File: config.mk
export PLATFORM = sky130hd
export DESIGN_NAME = adder_err_sweep
export DESIGN_NICKNAME = d
export VERILOG_FILES = /design/src/rtl/adder_err_pkg.sv /design/src/rtl/adder_err_sweep_exact.sv /design/src/rtl/adder_err_sweep.sv
export SDC_FILE = /design/constraint.sdc
export NUM_CORES = 1
export LEC_CHECK = 0
export CORE_ASPECT_RATIO = 1.4
export CORE_MARGIN = 2
export CORE_UTILIZATION = 40
export DETAILED_ROUTE_END_ITERATION = 16
export SLEW_MARGIN = 20
export SYNTH_ARGS = -nofsm -noshare
export SYNTH_HDL_FRONTEND = slang
export SYNTH_HIERARCHICAL = 1
export SYNTH_SLANG_ARGS = --single-unit
export TNS_END_PERCENT = 30
File: constraint.sdc
create_clock -name clk -period 7.9 [get_ports clk]
set_input_delay 2.37 -clock clk [delete_from_list [all_inputs] [get_ports clk]]
set_output_delay 2.37 -clock clk [all_outputs]
set_load 0.01 [all_outputs]
File: src/rtl/adder_err_pkg.sv
// Shared types and derived widths for the adder error sweep block.
package adder_err_pkg;

  localparam int N_DEF   = 4;
  localparam int VEC_W   = 2 * N_DEF;
  localparam int SUM_W   = N_DEF + 1;
  localparam int CNT_W   = 2 * N_DEF + 1;
  localparam int ACC_W   = 3 * N_DEF + 1;
  localparam int NUM_VEC = 1 << VEC_W;

  typedef logic [1:0] state_t;
  localparam state_t ST_IDLE  = 2'd0;
  localparam state_t ST_SWEEP = 2'd1;
  localparam state_t ST_DRAIN = 2'd2;
  localparam state_t ST_DONE  = 2'd3;

endpackage

File: src/rtl/adder_err_sweep_exact.sv
// Golden reference adder: exact N+1-bit sum of two N-bit operands.
module adder_exact #(
  parameter int N = 4
) (
  input  logic [N-1:0] a,
  input  logic [N-1:0] b,
  output logic [N:0]   sum
);

  assign sum = {1'b0, a} + {1'b0, b};

endmodule

File: src/rtl/adder_err_sweep.sv
// Exhaustive error sweep of an external N-bit adder against an exact reference.
// Optional macro ADDER_ERR_FIRST_EN adds capture of the first mismatching vector.
module adder_err_sweep
  import adder_err_pkg::*;
#(
  parameter int N = N_DEF
) (
  input  logic           clk,
  input  logic           rst,
  input  logic           start,
  output logic           busy,
  output logic           done,
  output logic [N-1:0]   dut_a,
  output logic [N-1:0]   dut_b,
  input  logic [N:0]     dut_sum,
  output logic [2*N:0]   err_count,
  output logic [N:0]     max_err,
  output logic [3*N:0]   sum_abs_err
`ifdef ADDER_ERR_FIRST_EN
  ,
  output logic           first_err_vld,
  output logic [2*N-1:0] first_err_vec
`endif
);

  localparam int VW = 2 * N;
  localparam int SW = N + 1;
  localparam int CW = 2 * N + 1;
  localparam int AW = 3 * N + 1;

  state_t          state_q, state_d;
  logic [VW-1:0]   v_q, v_d;
  logic            drain_q, drain_d;
  // [0]: vector on dut_a/dut_b is live, [1]: stage-1 holds a live sample
  logic [1:0]      vld_pipe_q, vld_pipe_d;
  logic [N-1:0]    a_q, a_d, b_q, b_d;
  logic [SW-1:0]   s1_sum_q, s1_sum_d, s1_exact_q, s1_exact_d;
  logic [CW-1:0]   err_q, err_d;
  logic [SW-1:0]   max_q, max_d;
  logic [AW-1:0]   acc_q, acc_d;
  logic [SW-1:0]   exact_sum;
  logic [SW-1:0]   abs_diff;
  logic            accept;
  logic            last_vec;
`ifdef ADDER_ERR_FIRST_EN
  logic [VW-1:0]   s1_vec_q, s1_vec_d;
  logic            first_vld_q, first_vld_d;
  logic [VW-1:0]   first_vec_q, first_vec_d;
`endif

  adder_exact #(.N(N)) u_exact (
    .a   (a_q),
    .b   (b_q),
    .sum (exact_sum)
  );

  always_comb begin
    abs_diff = (s1_sum_q >= s1_exact_q) ? (s1_sum_q - s1_exact_q)
                                        : (s1_exact_q - s1_sum_q);
  end

  assign accept   = start && ((state_q == ST_IDLE) || (state_q == ST_DONE));
  assign last_vec = vld_pipe_q[0] && ({b_q, a_q} == {VW{1'b1}});

  always_comb begin
    state_d       = state_q;
    v_d           = v_q;
    drain_d       = drain_q;
    a_d           = '0;
    b_d           = '0;
    vld_pipe_d    = {vld_pipe_q[0], 1'b0};
    s1_sum_d      = dut_sum;
    s1_exact_d    = exact_sum;
    err_d         = err_q;
    max_d         = max_q;
    acc_d         = acc_q;
`ifdef ADDER_ERR_FIRST_EN
    s1_vec_d      = {b_q, a_q};
    first_vld_d   = first_vld_q;
    first_vec_d   = first_vec_q;
`endif

    if (vld_pipe_q[1]) begin
      if (abs_diff != '0) err_d = err_q + CW'(1);
      if (abs_diff > max_q) max_d = abs_diff;
      acc_d = acc_q + AW'(abs_diff);
`ifdef ADDER_ERR_FIRST_EN
      if ((abs_diff != '0) && !first_vld_q) begin
        first_vld_d = 1'b1;
        first_vec_d = s1_vec_q;
      end
`endif
    end

    case (state_q)
      ST_IDLE, ST_DONE: begin
        if (accept) begin
          state_d    = ST_SWEEP;
          v_d        = '0;
          vld_pipe_d = '0;
          err_d      = '0;
          max_d      = '0;
          acc_d      = '0;
`ifdef ADDER_ERR_FIRST_EN
          first_vld_d = 1'b0;
          first_vec_d = '0;
`endif
        end
      end
      ST_SWEEP: begin
        a_d           = v_q[N-1:0];
        b_d           = v_q[VW-1:N];
        v_d           = v_q + VW'(1);
        vld_pipe_d[0] = 1'b1;
        // Last vector is being sampled this edge; stop presenting so the
        // wrapped index 0 never reaches the comparator.
        if (last_vec) begin
          state_d       = ST_DRAIN;
          a_d           = '0;
          b_d           = '0;
          vld_pipe_d[0] = 1'b0;
          drain_d       = 1'b0;
        end
      end
      ST_DRAIN: begin
        if (drain_q) state_d = ST_DONE;
        else         drain_d = 1'b1;
      end
      default: state_d = ST_IDLE;
    endcase
  end

  always_ff @(posedge clk) begin
    if (rst) begin
      state_q    <= ST_IDLE;
      v_q        <= '0;
      drain_q    <= 1'b0;
      vld_pipe_q <= '0;
      a_q        <= '0;
      b_q        <= '0;
      s1_sum_q   <= '0;
      s1_exact_q <= '0;
      err_q      <= '0;
      max_q      <= '0;
      acc_q      <= '0;
`ifdef ADDER_ERR_FIRST_EN
      s1_vec_q    <= '0;
      first_vld_q <= 1'b0;
      first_vec_q <= '0;
`endif
    end else begin
      state_q    <= state_d;
      v_q        <= v_d;
      drain_q    <= drain_d;
      vld_pipe_q <= vld_pipe_d;
      a_q        <= a_d;
      b_q        <= b_d;
      s1_sum_q   <= s1_sum_d;
      s1_exact_q <= s1_exact_d;
      err_q      <= err_d;
      max_q      <= max_d;
      acc_q      <= acc_d;
`ifdef ADDER_ERR_FIRST_EN
      s1_vec_q    <= s1_vec_d;
      first_vld_q <= first_vld_d;
      first_vec_q <= first_vec_d;
`endif
    end
  end

  assign busy        = (state_q == ST_SWEEP) || (state_q == ST_DRAIN);
  assign done        = (state_q == ST_DONE);
  assign dut_a       = a_q;
  assign dut_b       = b_q;
  assign err_count   = err_q;
  assign max_err     = max_q;
  assign sum_abs_err = acc_q;
`ifdef ADDER_ERR_FIRST_EN
  assign first_err_vld = first_vld_q;
  assign first_err_vec = first_vec_q;
`endif

endmodule

Yosys cells after proc, flatten, opt, wreduce, memory -nomap -nowiden
Cells that the tools add are included.

operators by class
  bitwise logic cells = 1
  eq/ne operators = 7
  reductions and logical operators = 13
  muxes and demuxes = 24
  add/sub/neg operators = 6
  $lt $le $gt $ge = 2

operator list
  operator             number
  $mux 13              3
  $mux 9               4
  $mux 5               5
  $pmux 8 s2           1
  $add 13x5->13        1
  $sub 5x5->5          2
  $add 9x1->9 const B  1
  $add 8x1->8 const B  1
  $eq 8x8->1 const B   1
  $mux 2               4
  $mux 8               1
  $ne 2x2->1 const B   3
  $pmux 2 s3           1
  $add 4x4->5          1
  $ge 5x5->1           1
  $gt 5x5->1           1
  $reduce_bool 5->1    1
  $eq 2x2->1 const B   2
  $pmux 1 s2           2
  $reduce_and 2->1     2
  $reduce_bool 2->1    2
  $mux 1               3
  $reduce_and 3->1     1
  $reduce_or 3->1      1
  6 further kinds      8

word-level totals
  output and inout port bits = 37
  input bits = 8
  logic and storage cells = 64
  register bits = 58

Depth between registers and ports, before layout
  depth in word-level cells = 7
  gate-level depth with buffers = 16
  depth with buffers taken out = 16

Cells and area by module
The synthesis kept the hierarchy.

by module, submodules not included
  module           area each (um2)  cells each  instances  sequential area each (um2)
  adder_err_sweep  2,992.9          334         1          1,161.1
  adder_exact      136.4            16          1          0.0

Worst setup path after synthesis
No wires, ideal clock.

  path type = input to register
  start = in start
  end = reg v_q[6]
  arrival = 3,161 ps
  buffers on the path = 0
  stages on the path = 6
  slack = 4,615 ps
  library setup time = 124 ps
  required time = 7,776 ps
  cell sequence = nand2b_1 -> o21ai_1 -> nor2_1 -> nand3_1 -> xor2_1 -> nor2_1

between the ends
  longest elaborated chain between the ends = 3

ends and longest elaborated chain
  what                               RTL line                text
  from (decl)                        adder_err_sweep.sv:10   input logic start,
  $logic_and 1x1->1                  adder_err_sweep.sv:62   assign accept = start && ((state_q == ST_IDLE) || (state_q == ST_DONE));
  $ne 2x2->1 (no source line)        --
  $reduce_and 2->1 (no source line)  --
  to (signal assigned)               adder_err_sweep.sv:153  v_q <= v_d;
  to (decl)                          adder_err_sweep.sv:32   logic [VW-1:0] v_q, v_d;

Every way passes these cells.
A chain may end at the register's enable or synchronous reset.

==> metrics.md <==
| Metric | Value |
|---|---|
| Worst-margin pin slew | `around 1000 ps` |
| CP Class | `input pin to register` |
| First-pass GRT wire length | `10.6 mm` |
| Hold path cells | `1` |
| Placement Rows | `38` |
| Max Clk Rate | `between 0.2 and 0.25 GHz` |
| Largest net degree at the start of global routing | `27` |
| Final GP Congestion | `0.773` |
| Crit path max-delay family | `simple AND/OR/NAND/NOR gates` |
| Vias | `~2400` |
| Clock slew at reported path FFs | `60 ps` |
| Top FF cell, synth | `dfxtp_1` |
| Reg2Reg Depth | `16` |
| Postcts setup bufs | `0` |
| Chip Height | `about 110 µm` |
| Most repeated library cell on the critical path | `nand2_1` |
| Startpoint types | `input pin` |
| Post-synth net total | `392` |
| Relative slew slack | `roughly a third` |
| HPWL Detailed | `between 4 and 5 mm` |
| Yosys cell types | `42` |
| DR iter-0 viols | `between 60 and 70` |
| Synth area leader | `dfxtp_1` |
| Critical-path top delay cell | `clkdlybuf4s50_1` |
| Skew final | `just under 10 ps` |
| Max VDD drop | `0.000151 V` |
| Gr ovfl total | `0` |
| Drt first pass iters | `4` |
| Period utilization | `55.9%` |
| Global Route Usage Sum | `15.9%` |
| Mapped Cells | `350` |
| Layout net count | `438` |
| ANT nets after route | `0` |
| RSZ-0062 raised after global routing | `false` |
| CP Depth | `5` |
| Setup TNS | `0 ps` |
| Avg Cell Area, Syn | `8.94 µm²` |
| Most frequent cell after synthesis | `dfxtp_1` |
| Data required time of the worst path | `8170 ps` |
| Pint | `482 µW` |
| Sw Ratio | `30.9%` |
| Initial Util | `40.9%` |
| Routed WL | `around 6 mm` |
| Logic pwr share | `between 20 and 25%` |
| Max_cap viols | `0` |
| Worst Path Buf+Inv | `2` |
| Routed len/inst | `between 10 and 15 µm` |
| Vias/cell | `4.88` |
| Post-synth top cells | `58 x dfxtp_1, 36 x nor2_1, 32 x inv_1, 30 x ha_1, 17 x nand2_1` |
| # IOs | `45` |
| Reg power frac | `between 40% and 50%` |
| Area Overhead vs Synth | `21.5%` |
| Max clock buf depth | `2` |
| Largest cells by area after synthesis | `dfxtp_1 37%, ha_1 12%, nor2_1 4.3%` |
| Hold Buf Count CTS | `0` |
| Clk sinks | `58` |
| Final Hold Fails | `0` |
| Max Slew Vio Count | `0` |
| Asr flop ratio synth | `0%` |
| Initial antenna violation count | `0` |
| Diodes inserted | `0` |
| Register area share after synthesis | `37.1%` |
| HP Class | `register to register` |
| Clk_lat worst skew | `between 300 and 400 ps` |
| EDFF count, synth | `0` |
| Worst path cell trace | `clkdlybuf4s50_1, inv_1, nand2_1, or4_1, nand2_1` |
| Clock share of power | `approximately 33%` |
| Status | `complete, no violations` |
| Max Fanout on Critical Path | `26` |
| Worst Hold Margin | `459 ps` |
| Share of the synthesized area in the top cell type | `37.1%` |
| Crit. End Element | `register` |
| Max incr delay on CP | `760 ps` |
| I/O Buffers | `44` |
| Pwr dens | `183 mW/mm²` |
| Yosys warning total | `6` |
| Share of cells above drive strength 1 | `6.52%` |
| Max H-tree Level | `3` |
| Vias in the first global route | `2392` |
| Cts repair resizes | `0` |
| Setup violations, final | `0` |
| Pleak | `0.00150 µW` |
| TritonCTS Buffers | `9` |
| Minimum clock period | `4420 ps` |
| DIE AREA | `0.00856 mm²` |
| Pwr Total | `around 700 µW` |
| Crit path DAT | `4690 ps` |
| Layout fillers | `731` |
| Net Sw Power | `215 µW` |
| Die W | `78.8 µm` |
| CTS tree | `done` |
| CTS root buf | `clkbuf_8` |
| Core area | `0.00765 mm²` |
| DRC Markers | `0` |
| Synthesized area | `0.00313 mm²` |
| Flop and latch count out of synthesis | `58` |
==> layer usage <==
| layer | vias to the layer above | GRT usage, % | share of wire, % |
|---|---|---|---|
| li1 | 1275 | - | - |
| met1 | 1111 | 17.1 | 41 |
| met2 | 36 | 28.8 | 53 |
| met4 | 0 | 7.39 | 2.1 |
| met5 | - | 0 | 0 |
| met3 | 14 | 4.14 | 3.7 |
==> flip-flops by register name, indices dropped and copies added (netlist names) <==
name         flops
drain_q          1
dut_a            4
dut_b            4
err_count        9
max_err          5
s1_exact_q       5
s1_sum_q         5
state_q          2
sum_abs_err     13
v_q              8
vld_pipe_q       2
==> final timing paths <==
check / from / endpoint / slack, ps
setup / recovery: rst / err_count[2]$_SDFF_PP0_ / 3480
hold / removal: vld_pipe_q[0]$_SDFF_PP0_ / vld_pipe_q[1]$_SDFF_PP0_ / 460
setup reg to reg: s1_exact_q[0]$_SDFF_PP0_ / max_err[2]$_SDFF_PP0_ / 4350
hold reg to reg: vld_pipe_q[0]$_SDFF_PP0_ / vld_pipe_q[1]$_SDFF_PP0_ / 460
==> power groups by stage <==
stage                     Clock, µW  Sequential, µW  Combinational (µW)
after global routing            248             321                 171
after global placement            0             325                 150
after CTS                       236             319                 154
final                           227             319                 151
after floorplan                   0             321                 112
after detailed placement          0             325                 153
==> worst register-to-register path: stages (launching register included) <==
cell      delay, ps
dfxtp_1         310
inv_1            50
ha_1            170
inv_1            60
fa_1            410
a21o_1          190
a211oi_2        250
a211oi_1         80
a31o_1          230
or2_2           320
ha_1            300
nand3_1         100
o22ai_1          80
o21ai_0         240
o21bai_1        320
mux2i_1         250
nor2_1           50
==> metrics by stage <==
step / util (%) / instances / cell area (µm²) / setup WS (ps)
after floorplan: - / 350 / 3130 / 4610
after global placement: 47.6 / 485 / 3640 / 3110
after detailed placement: 47.6 / 485 / 3640 / 3090
after CTS: 49.7 / 499 / 3800 / 3440
after global routing: 49.7 / 499 / 3800 / 3260
final: 49.7 / 499 / 3800 / 3480
==> cell type report <==
type                    count  area (µm²)  area share [%]
multi-input cells         251        1800            47.3
flip-flops and latches     58        1160            30.5
repair buffers             44         440            11.6
clock buffers              10         138            3.62
well taps                 100         125            3.29
inverters                  32         120            3.16
clock inverters             4        20.0           0.526
==> logic make-up after synthesis <==
logic type	synth area share (%)
AOI/OAI and AO/OA	13.8
xor gates and xnor gates	5.88
adders and majority gates	14.6
buffers and inverters	5.44
DFF	37.1
muxes	3.60
and+or+nand+nor	19.6
==> placed cells by master, fill, tap and decap left out, drive strengths merged, types with 15 or more instances in the layout <==
master | netlist | final
nor2b | 16 | 16
nor2 | 36 | 36
dfxtp | 58 | 58
a21oi | 22 | 22
inv | 32 | 32
ha | 30 | 30
nand3 | 15 | 15
clkdlybuf4s50 | 0 | 44
nand2 | 17 | 17
o21ai | 16 | 16
No activity file was read; power rests on OpenSTA's default activity.
